==> src/rtl/aes_uart_pkg.sv <==
// Shared types and widths for the AES block to UART byte serializer.
package aes_uart_pkg;

  localparam int AES_BLOCK_BITS = 128;
  localparam int UART_DATA_BITS = 8;

  typedef enum logic [2:0] {
    ST_IDLE,
    ST_ISSUE,
    ST_WAIT,
    ST_GAP,
    ST_FIN
  } state_t;

endpackage

==> src/rtl/aes_block_uart_serializer.sv <==
// Feeds a latched AES ciphertext block to UART_Tx one byte per frame.
// Optional trailing XOR checksum byte when AES_TX_CHECKSUM_EN is defined.
module aes_block_uart_serializer
  import aes_uart_pkg::*;
#(
  parameter int NUM_BYTES  = AES_BLOCK_BITS / UART_DATA_BITS,
  parameter bit MSB_FIRST  = 1'b1,
  parameter int GAP_CYCLES = 0
) (
  input  logic                                clk,
  input  logic                                rst,
  input  logic                                en,
  input  logic                                blk_valid,
  input  logic [UART_DATA_BITS*NUM_BYTES-1:0] blk_data,
  output logic                                blk_ready,
  output logic                                tx_start,
  output logic [UART_DATA_BITS-1:0]           tx_data,
  input  logic                                tx_done,
  output logic                                busy,
  output logic                                done
);

  localparam int BLK_W = UART_DATA_BITS * NUM_BYTES;
  localparam int CNT_W = $clog2(NUM_BYTES + 1);
`ifdef AES_TX_CHECKSUM_EN
  localparam int LAST_IDX = NUM_BYTES;
`else
  localparam int LAST_IDX = NUM_BYTES - 1;
`endif
  localparam logic [CNT_W-1:0] LAST_CNT = CNT_W'(LAST_IDX);
  localparam logic [7:0]       GAP_LAST = 8'(GAP_CYCLES - 1);

  state_t                    state;
  state_t                    state_next;
  logic [BLK_W-1:0]          shreg;
  logic [BLK_W-1:0]          shreg_next;
  logic [UART_DATA_BITS-1:0] cur_byte;
  logic [CNT_W-1:0]          byte_cnt;
  logic [7:0]                gap_cnt;
`ifdef AES_TX_CHECKSUM_EN
  logic [UART_DATA_BITS-1:0] csum;
`endif

  // The outgoing byte always sits at the head of the shift register.
  always_comb begin
    if (MSB_FIRST) begin
      cur_byte   = shreg[BLK_W-1 -: UART_DATA_BITS];
      shreg_next = {shreg[BLK_W-UART_DATA_BITS-1:0], {UART_DATA_BITS{1'b0}}};
    end else begin
      cur_byte   = shreg[UART_DATA_BITS-1:0];
      shreg_next = {{UART_DATA_BITS{1'b0}}, shreg[BLK_W-1:UART_DATA_BITS]};
    end
  end

  always_comb begin
    tx_data = cur_byte;
`ifdef AES_TX_CHECKSUM_EN
    if (byte_cnt == CNT_W'(NUM_BYTES)) tx_data = csum;
`endif
  end

  always_ff @(posedge clk) begin
    if (rst) begin
      state <= ST_IDLE;
    end else if (en) begin
      state <= state_next;
    end
  end

  always_comb begin
    state_next = state;
    blk_ready  = 1'b0;
    tx_start   = 1'b0;
    busy       = 1'b0;
    done       = 1'b0;
    case (state)
      ST_IDLE: begin
        blk_ready = en && !rst;
        if (blk_valid && blk_ready) state_next = ST_ISSUE;
      end
      ST_ISSUE: begin
        busy       = 1'b1;
        tx_start   = en && !rst;
        state_next = ST_WAIT;
      end
      ST_WAIT: begin
        busy = 1'b1;
        if (tx_done) begin
          if (byte_cnt == LAST_CNT) state_next = ST_FIN;
          else if (GAP_CYCLES > 0)  state_next = ST_GAP;
          else                      state_next = ST_ISSUE;
        end
      end
      ST_GAP: begin
        busy = 1'b1;
        if (gap_cnt == GAP_LAST) state_next = ST_ISSUE;
      end
      ST_FIN: begin
        done       = en && !rst;
        state_next = ST_IDLE;
      end
      default: state_next = ST_IDLE;
    endcase
  end

  always_ff @(posedge clk) begin
    if (rst) begin
      shreg    <= '0;
      byte_cnt <= '0;
      gap_cnt  <= '0;
`ifdef AES_TX_CHECKSUM_EN
      csum     <= '0;
`endif
    end else if (en) begin
      case (state)
        ST_IDLE: begin
          if (blk_valid && blk_ready) begin
            shreg    <= blk_data;
            byte_cnt <= '0;
            gap_cnt  <= '0;
`ifdef AES_TX_CHECKSUM_EN
            csum     <= '0;
`endif
          end
        end
        ST_WAIT: begin
          if (tx_done) begin
            byte_cnt <= byte_cnt + 1'b1;
            shreg    <= shreg_next;
            gap_cnt  <= '0;
`ifdef AES_TX_CHECKSUM_EN
            // Only data bytes feed the checksum, never the checksum frame itself.
            if (byte_cnt < CNT_W'(NUM_BYTES)) csum <= csum ^ cur_byte;
`endif
          end
        end
        ST_GAP: gap_cnt <= gap_cnt + 1'b1;
        default: ;
      endcase
    end
  end

endmodule
==> config.mk <==
export PLATFORM = sky130hd
export DESIGN_NAME = aes_block_uart_serializer
export DESIGN_NICKNAME = d
export VERILOG_FILES = /design/src/rtl/aes_uart_pkg.sv /design/src/rtl/aes_block_uart_serializer.sv
export SDC_FILE = /design/constraint.sdc
export NUM_CORES = 1
export LEC_CHECK = 0
export BUFFER_PORTS_ARGS = -buffer_cell sky130_fd_sc_hd__buf_2
export CAP_MARGIN = 20
export CORE_ASPECT_RATIO = 2
export CORE_MARGIN = 10
export CORE_UTILIZATION = 49
export CTS_CLUSTER_DIAMETER = 50
export DETAILED_ROUTE_END_ITERATION = 10
export GPL_ROUTABILITY_DRIVEN = 0
export GPL_TIMING_DRIVEN = 0
export PLACE_DENSITY = 0.76
export SYNTH_ARGS = -nofsm -noshare
export SYNTH_HDL_FRONTEND = slang
export SYNTH_SLANG_ARGS = --single-unit
==> constraint.sdc <==
create_clock -name clk -period 1.58 [get_ports clk]
set_input_delay 0 -clock clk [delete_from_list [all_inputs] [get_ports clk]]
set_output_delay 0 -clock clk [all_outputs]
set_load 0.1 [all_outputs]
==> results.yml, run 1 <==
setup_path:
  r2r_slack_ns: -0.27
  cp.required_ns: 1.91
  cp.arrival_ns: 2.17
  crit_fanout: 7
  start_kind: "flip-flop"
  end_kind: "flip-flop"
  criticalPathCategory: "flip-flop to flip-flop"
  r2r_cells: 8
  r2r-start: "state[1]"
  startpoint: "state[1]"
place:
  port_buffers: 144
  dpl.hpwl_mm: 14.0
  post-place-cells: 972
  post_dp_cell_area_um2: 7680
timing:
  fmax_mhz: 541
  clock-skew-final_ns: 0.0164
  hold_viol: 8
  min_period_ns: 1.85
  slew_violations: 0
  worst_pin_slew_ns: 0.809
  finalCritPeriodShare: 1.17
  fin_hold_ws_ns: -0.0307
  slew_headroom: 0.461
  grt_setup_unrepaired: "yes"
  report.final.setup_viol: 140
  fin_ws_ns: -0.268
die:
  fp.dieW_um: 103
  io-pin-count: 145
  design.core.area_um2: 13400
  die_h_um: 186
  start_util: 0.499
  die_area_um2: 19100
  num_rows: 60
worst_hold_path:
  hold_class: "input pin to flip-flop"
  min_from: "blk_data[22]"
  whs_path_depth: 3
global_routing:
  grt_start_max_net_pins: 17
  antenna_found_initial: 2
  overflow: 0
  grt_pass1_vias: 7617
  grtUsageTotal: 0.280
  grt_pass1_wl_mm: 41.5
synthesis:
  yosys_most_used_dff: "dfxtp_1"
  ys_ff_latch: 144
  yosysSeqAreaShare: 0.430
  synthArstFlopShare: 0
  ys_top_cells_by_count: "dfxtp_1 (144), nor2_1 (138), mux2i_1 (123)"
  yosysTopAreaCell: "dfxtp_1"
  yosys_warnings: 0
  synth_top_cells_by_area: "dfxtp_1 (43%), mux2i_1 (18%), a211oi_1 (8.6%), a211oi_2 (8.2%), nor2_1 (7.7%)"
  synth.top_cell.area_share: 0.430
  netlist_instances: 673
  synth_cell_type_count: 43
  syn_avg_cell_area_um2: 9.97
  synth_most_common_cell: "dfxtp_1"
  synth_area_um2: 6710
  synthesis.nets: 809
  synth-edff-count: 0
power_and_ir_drop:
  total_power_mw: 9.93
  p_leak_nw: 4.18
  vdd_drop_max_v: 0.000807
  p_per_area_nw_per_um2: 866
route:
  vias: 7196
  via_per_inst: 6.25
  firstDrtPassIters: 7
  drc: 0
  first_iter_violations: 566
  ant_nets: 0
  routed_wl_mm: 30.9
  wl_per_cell_um: 26.8
clocking:
  cts_tree: "done"
  cts_made_buffers: 17
  h-tree-depth: 4
  clk_pin_slew_ns: 0.07
  max-clock-path-buffers: 2
  cts_sinks: 144
  root_buffer: "clkbuf_16"
  clk_latency_ns: 0.44
final_layout:
  stdcell_count: 1152
  nNetsFinal: 1116
  multi_input_area_um2: 4510
  drive_gt1_frac: 0.513
  finalInstanceArea_um2: 11500
  final-seq-area_um2: 2890
  area_growth_pct: 70.9
  fillers: 582
status:
  status: "finished with violations"
  violations: "negative hold slack, negative setup slack"
flow_run:
  max-cap-violations: 0
-- placed cells by master, fill, tap and decap left out, types with 4 or more instances in the layout --
cell type and instances:
nor2_4 46, a21oi_1 4, clkbuf_1 15, nor2_1 65, buf_6 24, a211oi_2 113
o211ai_1 4, nor2_2 27, clkbuf_16 22, nand2_1 9, buf_8 16, dlygate4sd3_1 107
dfxtp_1 142, mux2i_1 101, buf_2 143, a22oi_2 8, clkinvlp_4 5, buf_4 16
diode_2 4, a211oi_1 6, buf_16 9, mux2i_2 19, nor3b_4 4, buf_12 20
xor2_1 5
-- layout make-up --
cell class / instances / area share
Multi-Input combinational cell: 461 / 0.393
Sequential cell: 144 / 0.252
Timing Repair Buffer: 291 / 0.226
Buffer: 64 / 0.0580
Clock buffer: 18 / 0.0374
Tap cell: 155 / 0.0169
Clock inverter: 14 / 0.0156
Antenna cell: 4 / 0.000873
Inverter: 1 / 0.000327
-- layer usage --
metal,global-route usage,share of wire
met4,0.183,0.088
met2,0.522,0.53
met5,0,0
met3,0.0535,0.058
met1,0.266,0.32
-- registers in the layout, summed over array words and instances, names as in the netlist --
register  cells
shreg       128
state         3
gap_cnt       8
byte_cnt      5
-- logic make-up (layout without fill, tap and decap cells) --
group,count (synthesis),in the layout,synth area share
other cells,0,4,0
simple gates,180,180,0.119
compound gates,148,148,0.196
buf+inv,68,388,0.0569
mux,124,124,0.185
fa+ha+maj,3,3,0.00559
xor+xnor,6,6,0.00783
flops,144,144,0.430
-- what timing repair did --
action | 4_1_cts | 5_1_grt
cloned | 17 | 5
hold buffers | 107 | 0
pin swaps | 54 | 36
hold endpoints to repair | 107 | 0
resized for setup | 278 | 120
setup endpoints to repair | 143 | 146
setup buffers | 19 | 5
-- stage by stage --
stage	hold WS [ns]	util	worst slack [ns]	TNS (ns)
finish	-0.0307	0.854	-0.268	-18.79
global route	-0.00408	0.854	-0.280	-22.39
CTS	0.00148	0.814	-0.195	-10.16
detailed placement	0.246	0.572	-0.265	-17.09
global placement	0.240	0.572	-0.239	-14.77
floorplan	0.148	-	-0.173	-0.387
-- final timing paths --
path | end
max | shreg[95]
min | shreg[22]
max reg2reg | shreg[95]
min reg2reg | gap_cnt[7]
-- power by group --
part	switching, mW	internal [mW]
combinational	0.886	0.842
clock	1.79	2.51
sequential	0.137	3.76
-- worst max-delay path: stages (launching register included) --
cell and delay (ns):
dfxtp_4 0.38, and4bb_4 0.38, o21a_4 0.17, buf_6 0.13, buf_12 0.14, buf_8 0.12
buf_8 0.13, nor2_2 0.05, a211oi_2 0.23
No activity file was read; power rests on OpenSTA's default activity.
==> run 2: changes to the inputs <==
--- a/config.mk
+++ b/config.mk
@@ -5,16 +5,18 @@
 export SDC_FILE = /design/constraint.sdc
 export NUM_CORES = 1
 export LEC_CHECK = 0
+export ABC_AREA = 1
 export BUFFER_PORTS_ARGS = -buffer_cell sky130_fd_sc_hd__buf_2
 export CAP_MARGIN = 20
 export CORE_ASPECT_RATIO = 2
 export CORE_MARGIN = 10
-export CORE_UTILIZATION = 49
+export CORE_UTILIZATION = 50
 export CTS_CLUSTER_DIAMETER = 50
 export DETAILED_ROUTE_END_ITERATION = 10
 export GPL_ROUTABILITY_DRIVEN = 0
 export GPL_TIMING_DRIVEN = 0
-export PLACE_DENSITY = 0.76
+export PLACE_DENSITY = 0.77
+export SLEW_MARGIN = 10
 export SYNTH_ARGS = -nofsm -noshare
 export SYNTH_HDL_FRONTEND = slang
 export SYNTH_SLANG_ARGS = --single-unit
==> constraint.sdc (replaced) <==
create_clock -name clk -period 1.58 [get_ports clk]
set_input_delay 0 -clock clk [delete_from_list [all_inputs] [get_ports clk]]
set_output_delay 0 -clock clk [all_outputs]
set_load 0.005 [all_outputs]
==> results.yml, run 2 <==
timing:
  hold_viol: 0
  worst_pin_slew_ns: 0.541
  fin_ws_ns: -0.0465
  finalCritPeriodShare: 1.03
  clock-skew-final_ns: 0.0101
  slew_violations: 0
  fmax_mhz: 615
  slew_headroom: 0.640
  min_period_ns: 1.63
  report.final.setup_viol: 58
  grt_setup_unrepaired: "yes"
clocking:
  cts_tree: "done"
  clk_latency_ns: 0.42
  h-tree-depth: 4
  max-clock-path-buffers: 2
  clk_pin_slew_ns: 0.06
  root_buffer: "clkbuf_16"
  cts_made_buffers: 17
  cts_sinks: 144
synthesis:
  ys_ff_latch: 144
  synthArstFlopShare: 0
  synth_top_cells_by_area: "dfxtp_1 (42%), nand2_1 (22%), nor2_1 (14%), o21ai_0 (6.6%), buf_4 (3.0%)"
  yosysTopAreaCell: "dfxtp_1"
  synth-edff-count: 0
  netlist_instances: 1103
  synth_most_common_cell: "nand2_1"
  synth_fa_ha_area_frac: 0.00541
  synth_top_family_by_area: "simple AND/OR/NAND/NOR gates"
  synthesis.nets: 1239
  yosysSeqAreaShare: 0.415
  yosys_most_used_dff: "dfxtp_1"
  synth_mux_area_frac: 0
  synth_compound_gate_area_share: 0.110
  synth_area_um2: 6940
  synth.top_cell.area_share: 0.415
  yosys_warnings: 0
  synth-simple-area-share: 0.389
  ys_top_cells_by_count: "nand2_1 (410), nor2_1 (266), dfxtp_1 (144)"
  synth_xor_area_frac: 0.00126
  syn_avg_cell_area_um2: 6.29
  synth_cell_type_count: 25
power_and_ir_drop:
  vdd_drop_max_v: 0.000730
  p_per_area_nw_per_um2: 1090
  p_leak_nw: 5.01
die:
  design.core.area_um2: 13500
  start_util: 0.514
  die_h_um: 187
  die_area_um2: 19300
  num_rows: 60
  fp.dieW_um: 103
  io-pin-count: 145
global_routing:
  met3_usage: 0.0547
  grt_pass1_vias: 8188
  antenna_found_initial: 2
  grtUsageTotal: 0.247
  grt_start_max_net_pins: 17
  grt_use_met1: 0.237
  grt_pass1_wl_mm: 38.3
  busiest_layer: "met2"
  overflow: 0
  gr-usage-met2: 0.445
final_layout:
  nNetsFinal: 1534
  drive_gt1_frac: 0.221
  top_register: "shreg"
  area_growth_pct: 46.6
  mostFrequentLayoutCells: "nand2_1 (408), nor2_1 (215), buf_2 (158)"
  fillers: 966
  fin_util: 0.753
  finalInstanceArea_um2: 10200
  largest_reg_flops: 128
  top_regs: "shreg (128), gap_cnt (8), byte_cnt (5)"
  final_common_cell: "nand2_1"
route:
  firstDrtPassIters: 5
  wl_per_cell_um: 15.6
  ant_nets: 0
  first_iter_violations: 451
  drc: 0
  vias: 8081
  routed_wl_mm: 24.5
  via_per_inst: 5.15
setup_path:
  r2r_slack_ns: -0.05
  crit_fanout: 10
  criticalPathCategory: "flip-flop to flip-flop"
  path_cells: "inv_4 > nand3_4 > nor2_4 > nor2_4 > nand3_4 > buf_8 > buf_12 > nor2_2 > nor2_1"
  cp.required_ns: 1.89
  cp.arrival_ns: 1.94
  start_kind: "flip-flop"
  slowest_stage: "dfxtp_4"
  end_kind: "flip-flop"
  max_stage_delay_ns: 0.41
place:
  post_dp_cell_area_um2: 7850
  dpl.hpwl_mm: 15.3
  pre_cts_ws_ns: -0.314
  port_buffers: 143
worst_hold_path:
  hold_class: "input pin to flip-flop"
status:
  status: "finished with violations"
  violations: "negative setup slack"
flow_run:
  max-cap-violations: 0
-- run 2: cell type report --
class,instances,area [um2],area share
Antenna cell,2,5.00,0.000492
Buffer,77,584,0.0574
Clock inverter,13,186,0.0183
Multi-Input combinational cell,858,3730,0.366
Inverter,22,87.6,0.00861
Tap cell,155,194,0.0191
Timing Repair Buffer,278,2070,0.203
Clock buffer,19,433,0.0425
Sequential cell,144,2890,0.284
-- run 2: where the power goes --
part	switching [mW]	internal [mW]
clock	1.57	2.65
sequential	0.285	4.13
combinational	1.33	1.09
-- run 2: metrics by stage --
step / TNS, ns / hold slack (ns) / power (mW) / cells
final: -0.818 / 0.0559 / 11.1 / 1568
after global routing: -8.54 / 0.0536 / 11.6 / 1568
after CTS: -0.105 / 0.0206 / 10.7 / 1563
after detailed placement: -23.81 / 0.270 / 6.28 / 1401
after global placement: -19.71 / 0.268 / 6.23 / 1401
after floorplan: 0 / 0.149 / 5.66 / 1103
-- run 2: worst max-delay path: cells and delay by family (launching register included) --
family	cells	cell delay, ns
DFF	1	0.41
buffers and inverters	3	0.42
and+or+nand+nor	6	0.69
-- run 2: worst paths after layout --
kind | cells after the start | endpoint | startpoint
hold reg to reg | 2 | shreg[7] | shreg[7]
setup / recovery | 9 | shreg[40] | state[2]
hold / removal | 4 | byte_cnt[0] | blk_valid
setup reg to reg | 9 | shreg[40] | state[2]
-- run 2: logic make-up after synthesis --
group           Yosys count
compound gates          151
flops                   144
buf+inv                 101
xor+xnor                  1
fa+ha+maj                 3
simple gates            703
-- run 2: layer usage --
metal,share of wire,vias up,wire (um)
met5,0,-,0
met1,0.34,3581,8360
met3,0.059,114,1440
met4,0.061,0,1490
li1,-,4019,-
met2,0.54,367,13200
-- run 2: timing repair --
item | CTS | global route
cloned | 0 | 2
endpoints found under the setup margin | 140 | 139
gates resized for setup | 21 | 144
pin swaps | 1 | 3
hold buffers | 129 | 0
hold endpoints to repair | 136 | 0
buffers inserted | 1 | 3
